`config.mk`:
```
export PLATFORM = sky130hd
export DESIGN_NAME = hiscore_ioctl_master
export DESIGN_NICKNAME = d
export VERILOG_FILES = /design/src/rtl/hiscore_ioctl_pkg.sv /design/src/rtl/hiscore_ioctl_timer.sv /design/src/rtl/hiscore_ioctl_master.sv
export SDC_FILE = /design/constraint.sdc
export NUM_CORES = 1
export LEC_CHECK = 0
export ABC_AREA = 0
export ABC_CLOCK_PERIOD_IN_PS = 3500
export CORE_ASPECT_RATIO = 1.75
export CORE_MARGIN = 10
export CORE_UTILIZATION = 45
export CTS_CLUSTER_SIZE = 40
export DETAILED_ROUTE_END_ITERATION = 8
export GPL_ROUTABILITY_DRIVEN = 0
export MAX_ROUTING_LAYER = met4
export PLACE_DENSITY = 0.73
export SKIP_LAST_GASP = 1
export SYNTH_ARGS = -nofsm -noshare
export SYNTH_HDL_FRONTEND = slang
export SYNTH_SLANG_ARGS = --single-unit
```
`constraint.sdc`:
```
create_clock -name clk -period 3.5 [get_ports clk]
set_input_delay 0.525 -clock clk [delete_from_list [all_inputs] [get_ports clk]]
set_output_delay 0.525 -clock clk [all_outputs]
set_load 0.03 [all_outputs]
```
`src/rtl/hiscore_ioctl_pkg.sv`:
```
// Shared types and constants for the hiscore ioctl loader-side master.
// Optional checksum build: define HISCORE_IOCTL_CHECKSUM_EN.
package hiscore_ioctl_pkg;

    localparam int ADDR_W_DEF = 25;
    localparam int TIMER_W    = 8;

    localparam logic [7:0] IDX_HISCORE_CFG  = 8'd3;
    localparam logic [7:0] IDX_HISCORE_DATA = 8'd4;

    typedef enum logic [2:0] {
        IDLE,
        DL_WAIT,
        DL_WR,
        DL_GAP,
        DL_TAIL,
        UL_SETTLE,
        UL_OUT,
        FIN
    } state_t;

endpackage

```
`src/rtl/hiscore_ioctl_timer.sv`:
```
// Loadable down-counter with zero flag for write gaps and read latency.
module hiscore_ioctl_timer
    import hiscore_ioctl_pkg::*;
#(
    parameter int W = TIMER_W
) (
    input  logic         clk,
    input  logic         reset_n,
    input  logic         load,
    input  logic [W-1:0] load_val,
    input  logic         en,
    output logic         zero
);

    logic [W-1:0] count;

    always_ff @(posedge clk or negedge reset_n) begin
        if (!reset_n) begin
            count <= '0;
        end else if (load) begin
            count <= load_val;
        end else if (en && count != '0) begin
            count <= count - 1'b1;
        end
    end

    assign zero = (count == '0);

endmodule

```
`src/rtl/hiscore_ioctl_master.sv`:
```
// Loader-side ioctl master: streams host bytes to the core or reads them back.
// Define HISCORE_IOCTL_CHECKSUM_EN to enable the running 8-bit checksum.
module hiscore_ioctl_master
    import hiscore_ioctl_pkg::*;
#(
    parameter int WR_GAP = 2,
    parameter int RD_LAT = 3,
    parameter int ADDR_W = ADDR_W_DEF
) (
    input  logic              clk,
    input  logic              reset_n,
    input  logic              cmd_valid,
    output logic              cmd_ready,
    input  logic              cmd_upload,
    input  logic [7:0]        cmd_index,
    input  logic [ADDR_W-1:0] cmd_len,
    input  logic              cmd_abort,
    input  logic              src_valid,
    input  logic [7:0]        src_data,
    output logic              src_ready,
    output logic              snk_valid,
    output logic [7:0]        snk_data,
    input  logic              snk_ready,
    output logic              done,
    output logic [7:0]        checksum,
    output logic              ioctl_download,
    output logic              ioctl_upload,
    output logic              ioctl_wr,
    output logic [ADDR_W-1:0] ioctl_addr,
    output logic [7:0]        ioctl_dout,
    output logic [7:0]        ioctl_index,
    input  logic [7:0]        ioctl_din
);

    // DL_WAIT supplies one idle cycle, so the gap state covers the rest
    localparam logic [TIMER_W-1:0] GAP_LOAD =
        (WR_GAP > 1) ? TIMER_W'(WR_GAP - 2) : '0;
    localparam logic [TIMER_W-1:0] LAT_LOAD = TIMER_W'(RD_LAT);
    localparam logic [ADDR_W-1:0]  ONE      = ADDR_W'(1);

    state_t              state;
    logic [ADDR_W-1:0]   cnt;
    logic                tmr_load;
    logic [TIMER_W-1:0]  tmr_val;
    logic                tmr_en;
    logic                tmr_zero;
    logic                accept;
    logic                abort_now;
    logic                ul_take;

    assign accept    = (state == IDLE) && cmd_ready && cmd_valid;
    assign abort_now = cmd_abort && (state != IDLE) && (state != FIN);
    assign src_ready = (state == DL_WAIT) && !cmd_abort;
    assign ul_take   = (state == UL_OUT) && snk_ready && !cmd_abort;

    assign tmr_load = (state == IDLE) || (state == DL_WR) || ul_take;
    assign tmr_val  = (state == DL_WR) ? GAP_LOAD : LAT_LOAD;
    assign tmr_en   = (state == DL_GAP) || (state == UL_SETTLE);

    hiscore_ioctl_timer #(
        .W (TIMER_W)
    ) u_timer (
        .clk      (clk),
        .reset_n  (reset_n),
        .load     (tmr_load),
        .load_val (tmr_val),
        .en       (tmr_en),
        .zero     (tmr_zero)
    );

    always_ff @(posedge clk or negedge reset_n) begin
        if (!reset_n) begin
            state          <= IDLE;
            cnt            <= '0;
            cmd_ready      <= 1'b0;
            snk_valid      <= 1'b0;
            snk_data       <= '0;
            done           <= 1'b0;
            ioctl_download <= 1'b0;
            ioctl_upload   <= 1'b0;
            ioctl_wr       <= 1'b0;
            ioctl_addr     <= '0;
            ioctl_dout     <= '0;
            ioctl_index    <= '0;
        end else begin
            done     <= 1'b0;
            ioctl_wr <= 1'b0;
            if (abort_now) begin
                ioctl_download <= 1'b0;
                ioctl_upload   <= 1'b0;
                snk_valid      <= 1'b0;
                done           <= 1'b1;
                state          <= FIN;
            end else begin
                unique case (state)
                    IDLE: begin
                        if (accept) begin
                            cmd_ready   <= 1'b0;
                            cnt         <= cmd_len;
                            ioctl_addr  <= '0;
                            ioctl_index <= cmd_index;
                            if (cmd_len == '0) begin
                                done  <= 1'b1;
                                state <= FIN;
                            end else if (cmd_upload) begin
                                ioctl_upload <= 1'b1;
                                state        <= UL_SETTLE;
                            end else begin
                                ioctl_download <= 1'b1;
                                state          <= DL_WAIT;
                            end
                        end else begin
                            cmd_ready <= 1'b1;
                        end
                    end
                    DL_WAIT: begin
                        if (src_valid) begin
                            ioctl_dout <= src_data;
                            ioctl_wr   <= 1'b1;
                            state      <= DL_WR;
                        end
                    end
                    DL_WR: begin
                        state <= DL_GAP;
                    end
                    DL_GAP: begin
                        if (tmr_zero) begin
                            cnt <= cnt - ONE;
                            if (cnt != ONE) begin
                                ioctl_addr <= ioctl_addr + ONE;
                                state      <= DL_WAIT;
                            end else begin
                                state <= DL_TAIL;
                            end
                        end
                    end
                    DL_TAIL: begin
                        ioctl_download <= 1'b0;
                        done           <= 1'b1;
                        state          <= FIN;
                    end
                    UL_SETTLE: begin
                        if (tmr_zero) begin
                            snk_data  <= ioctl_din;
                            snk_valid <= 1'b1;
                            state     <= UL_OUT;
                        end
                    end
                    UL_OUT: begin
                        if (snk_ready) begin
                            snk_valid <= 1'b0;
                            cnt       <= cnt - ONE;
                            if (cnt != ONE) begin
                                ioctl_addr <= ioctl_addr + ONE;
                                state      <= UL_SETTLE;
                            end else begin
                                ioctl_upload <= 1'b0;
                                done         <= 1'b1;
                                state        <= FIN;
                            end
                        end
                    end
                    FIN: begin
                        cmd_ready <= 1'b1;
                        state     <= IDLE;
                    end
                    default: begin
                        state <= IDLE;
                    end
                endcase
            end
        end
    end

`ifdef HISCORE_IOCTL_CHECKSUM_EN
    always_ff @(posedge clk or negedge reset_n) begin
        if (!reset_n) begin
            checksum <= '0;
        end else if (accept) begin
            checksum <= '0;
        end else if (src_ready && src_valid) begin
            checksum <= checksum + src_data;
        end else if (ul_take) begin
            checksum <= checksum + snk_data;
        end
    end
`else
    assign checksum = '0;
`endif

endmodule

```
==> impl_results.md, run 1 <==
- Outcome: completed
- Slew headroom: 0.2525
- Vias per cell: 6.184
- Nature of the critical path endpoint: register
- P_int: 2.996 mW
- GRT Util Overall: 0.2004
- Die area: 16810 um2
- WHS Path Cells: 2
- Hpwl dp: 12.02 mm
- Max Slew Vio Count: 0
- DRC: 0
- Post-Synthesis Cells: 584
- Path depth of the worst reg2reg path: 6
- Minimum clock period: 2767 ps
- Worst Min Path Start: ioctl_index[6]
- Standard-cell rows: 52
- ANT nets after route: 0
- First-pass GRT wire length: 26.11 mm
- Max Fclk: 0.3614 GHz
- Mapped Area: 5344 um2
- Clock latency on the worst-skew pair: 350 ps
- Fin crit share: 0.7905
- Starting Density: 0.4614
- P per Cell Area: 768.8 nW/um2
- Postcts setup bufs: 0
- Diodes inserted: 0
- Core area: 11580 um2
- Routed via count: 5096
- Drt wl/cell: 19.99 um
- Actual slew at the worst max-slew pin: 1118 ps
- Sw Share: 0.4332
- Die height: 164.2 um
- Worst hold-check path type: reg -> reg
- Async SR Flop Fraction: 1.000
- Area occupied by multi-input gates: 2821 um2
- Die Wd: 102.4 um
- Top-area cell type share of the netlist area: 0.4261
- Post-synth EDFFs: 0
- FF+latch count, synth: 91
- Setup slack, reg-to-reg: 730 ps
- Comb power frac: 0.465
- Vias in the first global route: 5207
- Deepest clock path buffer count: 2
- Finish-stage setup viols: 0
- DRT Pass-1 Iters: 4
- Sequential cell area: 2277 um2
- Final WS setup: 733.2 ps
- Setup TNS: 0 ps
- CTS Buf Count: 9
- Clock group share of total power: 0.188
- YS warnings: 0
- Fraction of layout cells with a size suffix above 1: 0.1016
- Part of the power in registers: 0.348
- CTS Sinks: 91
- Crit Path Category: reg -> reg
- Netlist cell types: 78
- Peak supply drop: 0.4246 mV
- Root Buffer: clkbuf_16
- Grt ovf: 0
- Largest net degree at the start of global routing: 87
- Top-count cell post-synth: dfrtp_1
- Setup WS pre-CTS: 646.0 ps
- CTS tree: built
- Post-synthesis sequential area ratio: 0.4261
- Area leader, netlist: dfrtp_1
- Prevailing post-synth register cell: dfrtp_1
- Syn_area_per_cell: 9.150 um2
- Critical register-to-register path startpoint: ioctl_addr[1]
- Syn-to-layout area delta: 28.66%
- CP arrival: 3040 ps
- Synth cell count leaders: 91 x dfrtp_1, 62 x nand2_1, 44 x nor2_1
- RR Endpoint: ioctl_addr[24]
- Switching pwr: 2.290 mW
- RSZ-0062 raised after global routing: false
- Hold Vio Cnt, Final: 0
- Req. time, crit path: 3770 ps
- Nets: 745
- Fillers: 1051
- Setup crit start kind: register
- Hold Path End: ioctl_index[6]
- WL final: 16.47 mm
- Worst Path Max Fanout: 4
- Clk slew on worst S/H paths: 70 ps
- # H-tree levels: 3
- Max Cap Viol: 0
- I/O Buffers: 111
- Initial antenna violation count: 0
- Leakage: 2.710 nW
- Top-Level Pins: 120
- Initial DRC count: 288
- Largest cells by area after synthesis: dfrtp_1 43%, nand2_1 4.4%, a21oi_1 3.7%
- Worst Skew: 7.446 ps
## cell type report
class                           count  share of cell area
Clock inverter                      7             0.01092
Sequential cell                    91              0.3312
Inverter                           15            0.008189
Timing Repair Buffer              123              0.1820
Clock buffer                        9             0.03276
Multi-Input combinational cell    444              0.4104
Tap cell                          135             0.02457
## registers in the layout, summed over array words and instances, names as in the netlist
signal          count
state               3
ioctl_download      1
done                1
ioctl_wr            1
ioctl_addr         25
snk_valid           1
ioctl_upload        1
ioctl_index         8
cnt                25
ioctl_dout          8
u_timer.count       8
snk_data            8
cmd_ready           1
## cell families (layout without fill, tap and decap cells)
logic type / Yosys count / in the layout / synth area share
xor gates and xnor gates: 8 / 8 / 0.01311
buffers and inverters: 56 / 154 / 0.05198
other: 1 / 8 / 0.0007017
adders and majority gates: 5 / 5 / 0.01171
and+or+nand+nor: 258 / 258 / 0.2690
muxes: 18 / 18 / 0.03746
DFF: 91 / 91 / 0.4261
AOI/OAI and AO/OA: 147 / 147 / 0.1899
## placed cells by master (no fill, tap or decap), types with 14 or more instances in the layout
master,count
nand2_1,62
nor4_1,19
clkdlybuf4s50_1,110
dfrtp_1,91
inv_1,15
mux2_2,16
o21ai_0,21
or4_1,14
nor2_1,44
nand4_1,16
a21oi_1,40
nand3_1,25
nor3_1,16
o31ai_1,16
## worst max-delay path by stage
stage                                 from        endpoint  slack (ps)
after floorplan                   state[1]   ioctl_dout[0]        1050
after global placement           cmd_abort     snk_data[5]         690
after detailed placement         cmd_abort     snk_data[5]         650
after CTS                 u_timer.count[0]     snk_data[5]         720
after global routing         ioctl_addr[0]  ioctl_addr[18]         450
final                        ioctl_addr[1]  ioctl_addr[24]         730
## worst max-delay path, cell delays in order, from the launching register on
cell	delay [ps]
dfrtp_1	420
ha_1	270
nand3_1	170
nor4_1	560
nor4b_1	500
or4b_2	620
a21oi_1	160
## power by group through the flow
stage | Combinational (mW) | Sequential (mW) | Clock, mW
6_report | 2.46 | 1.84 | 0.991
3_3_place_gp | 2.38 | 1.83 | 0
5_1_grt | 2.68 | 1.89 | 1.05
2_1_floorplan | 1.37 | 2.04 | 0
3_5_place_dp | 2.45 | 1.85 | 0
4_1_cts | 2.46 | 1.83 | 1.01
## per-layer routing
layer / routed length (um) / track usage / up-vias / share of wire
met2: 9039 / 0.3571 / 165 / 0.55
met1: 6187 / 0.2098 / 2518 / 0.38
li1: - / - / 2384 / -
met5: 0 / - / - / 0
met4: 474 / 0.08634 / 0 / 0.029
met3: 772 / 0.03450 / 29 / 0.047
## through the flow
stage | utilization | hold slack (ps) | cells | total power [mW] | instance area, um2
floorplan | - | 229.4 | 591 | 3.404 | 5370
global placement | 0.5669 | 341.5 | 807 | 4.209 | 6565
detailed placement | 0.5669 | 339.2 | 807 | 4.295 | 6565
CTS | 0.5937 | 477.3 | 824 | 5.301 | 6875
global route | 0.5937 | 496.9 | 824 | 5.618 | 6875
finish | 0.5937 | 473.6 | 824 | 5.286 | 6875
## what timing repair did
| action | in CTS | in global routing |
|---|---|---|
| hold buffers | 1 | 0 |
| gates resized for setup | 0 | 0 |
| setup endpoints to repair | 0 | 0 |
| endpoints found under the hold margin | 5 | 0 |
No activity file was read; power rests on OpenSTA's default activity.
==> run 2: changes to the inputs <==
Settings changed: ABC_CLOCK_PERIOD_IN_PS 3500 to 2900.
Clock period 3.5 ns to 2.9 ns, I/O delays scaled along.
==> impl_results.md, run 2 (synthesis results as in run 1) <==
- Die Wd: 102.4 um (unchanged)
- Worst hold slack: 112.1 ps (-361.5 ps)
- Initial antenna violation count: 0 (unchanged)
- Drt wl/cell: 20.15 um (+0.79%)
- Max Slew Vio Count: 0 (unchanged)
- Peak supply drop: 0.5636 mV (+33%)
- DP Area: 6695 um2 (+2.0%)
- Minimum clock period: 2670 ps
- I/O Buffers: 111 (unchanged)
- DRT Pass-1 Iters: 5 (+1)
- P per Cell Area: 939.1 nW/um2 (+22%)
- Max Cap Viol: 0 (unchanged)
- Top-Level Pins: 120 (unchanged)
- CP max-delay cell: dfrtp_1
- Area occupied by multi-input gates: 2828 um2 (+0.22%)
- Most common cell after layout, fill and taps aside: clkdlybuf4s50_1
- RSZ-0062 raised after global routing: false
- Most used cells in the layout excluding fill and tap cells: 110 x clkdlybuf4s50_1, 91 x dfrtp_1, 62 x nand2_1
- Initial DRC count: 337 (+17%)
- Clock latency on the worst-skew pair: 340 ps (about the same)
- Final Cell Area: 7044 um2 (+2.5%)
- Req. time, crit path: 2470 ps (-1300 ps)
- Largest net degree at the start of global routing: 48 (-45%)
- Die area: 16810 um2 (unchanged)
- CTS Buf Count: 9 (unchanged)
- Dpl cells: 826 (+2.4%)
- Syn-to-layout area delta: 31.82%
- Sequential cell area: 2277 um2 (unchanged)
- Diodes inserted: 0 (unchanged)
- Deepest clock path buffer count: 2 (unchanged)
- Fraction of layout cells with a size suffix above 1: 0.1259 (+0.02429)
- WP buf/inv: 1 (+1)
- Leakage: 2.816 nW (+3.9%)
- Hold Vio Cnt, Final: 0 (unchanged)
- CTS Sinks: 91 (unchanged)
- Vias in the first global route: 5403 (+3.8%)
- Core area: 11580 um2 (unchanged)
- Count of non-filler cells in the finished layout: 842 (+2.2%)
- Met2 usage: 0.3574 (about the same)
- Nets: 763 (+2.4%)
- Clk slew on worst S/H paths: 70 ps (about the same)
- Crit-path cells: nand2b_1 -> nor3_1 -> clkdlybuf4s50_1
- Setup crit start kind: register
- Worst Path Max Fanout: 17 (+13)
- Standard-cell rows: 52 (unchanged)
- Die height: 164.2 um (unchanged)
- Final core occ: 0.6083 (+0.01458)
- Fillers: 988 (-6.0%)
- # H-tree levels: 3 (unchanged)
- Hpwl dp: 12.58 mm (+4.7%)
- Finish-stage setup viols: 0 (unchanged)
- Outcome: completed
- WL final: 16.97 mm (+3.0%)
- Met3 GRT Util: 0.03366 (-0.0008414)
- Starting Density: 0.4614 (unchanged)
- Grt ovf: 0 (unchanged)
- GRT Util Overall: 0.2088 (+0.008471)
- M1 GR Usage: 0.2274 (+0.01755)
- Postcts setup bufs: 0 (unchanged)
- Biggest regs: cnt x25, ioctl_addr x25
- Slew headroom: 0.4672 (+0.2146)
- Max Fclk: 0.3745 GHz
- Vias per cell: 6.200 (+0.24%)
- Root Buffer: clkbuf_16
- Setup TNS: 0 ps (unchanged)
- DRC: 0 (unchanged)
- Busiest grt layer: met2
- CP arrival: 2240 ps (-800 ps)
- Critical Path Max Stage Delay: 730 ps (+110 ps)
- First-pass GRT wire length: 27.27 mm (+4.4%)
- Fin crit share: 0.9208
- Nature of the critical path endpoint: output pin
- Crit Path Category: reg -> out
- CTS tree: built
- Actual slew at the worst max-slew pin: 799.2 ps (-319.0 ps)
- Largest delay contributor family on the critical path: flip-flops
- Routed via count: 5220 (+2.4%)
- Worst Skew: 6.763 ps (-0.6829 ps)
- Worst hold-check path type: in -> async
- ANT nets after route: 0 (unchanged)
run 2: per-layer routing:
metal | part of all wire | up-vias
met4 | 0.036 | 0
met2 | 0.53 | 201
li1 | - | 2425
met5 | 0 | -
met3 | 0.048 | 40
met1 | 0.38 | 2554
run 2: timing repair:
item | 4_1_cts | 5_1_grt
hold buffers | 0 | 0
setup endpoints to repair | 0 | 2
gates resized for setup | 0 | 1
run 2: final timing paths:
path                                start             end  slack (ps)  cells past startpoint
setup / recovery                 state[0]       src_ready         230                      3
hold / removal                    reset_n   ioctl_addr[5]         110                      1
setup reg to reg                   cnt[1]  ioctl_addr[14]         250                      8
hold reg to reg            ioctl_index[2]  ioctl_index[2]         480                      2
max in group asynchronous         reset_n       snk_valid        2090                      2
min in group clk           ioctl_index[2]  ioctl_index[2]         480                      2
run 2: cell type report:
cell class | instances | area share
Timing Repair Buffer | 141 | 0.1947
Inverter | 15 | 0.007993
Clock inverter | 6 | 0.01616
Multi-Input combinational cell | 444 | 0.4014
Sequential cell | 91 | 0.3233
Tap cell | 135 | 0.02398
Clock buffer | 10 | 0.03250
run 2: through the flow:
step           setup slack, ps  total power, mW
2_1_floorplan            453.8            4.108
3_3_place_gp             266.2            5.148
3_5_place_dp             200.9            5.248
4_1_cts                  248.8            6.621
5_1_grt                  79.54            7.033
6_report                 229.7            6.615
run 2: power breakdown:
group / switching (mW) / leakage [nW] / internal (mW)
sequential: 0.481 / 1.15 / 1.71
clock: 0.507 / 0.159 / 0.844
combinational: 1.79 / 1.51 / 1.29
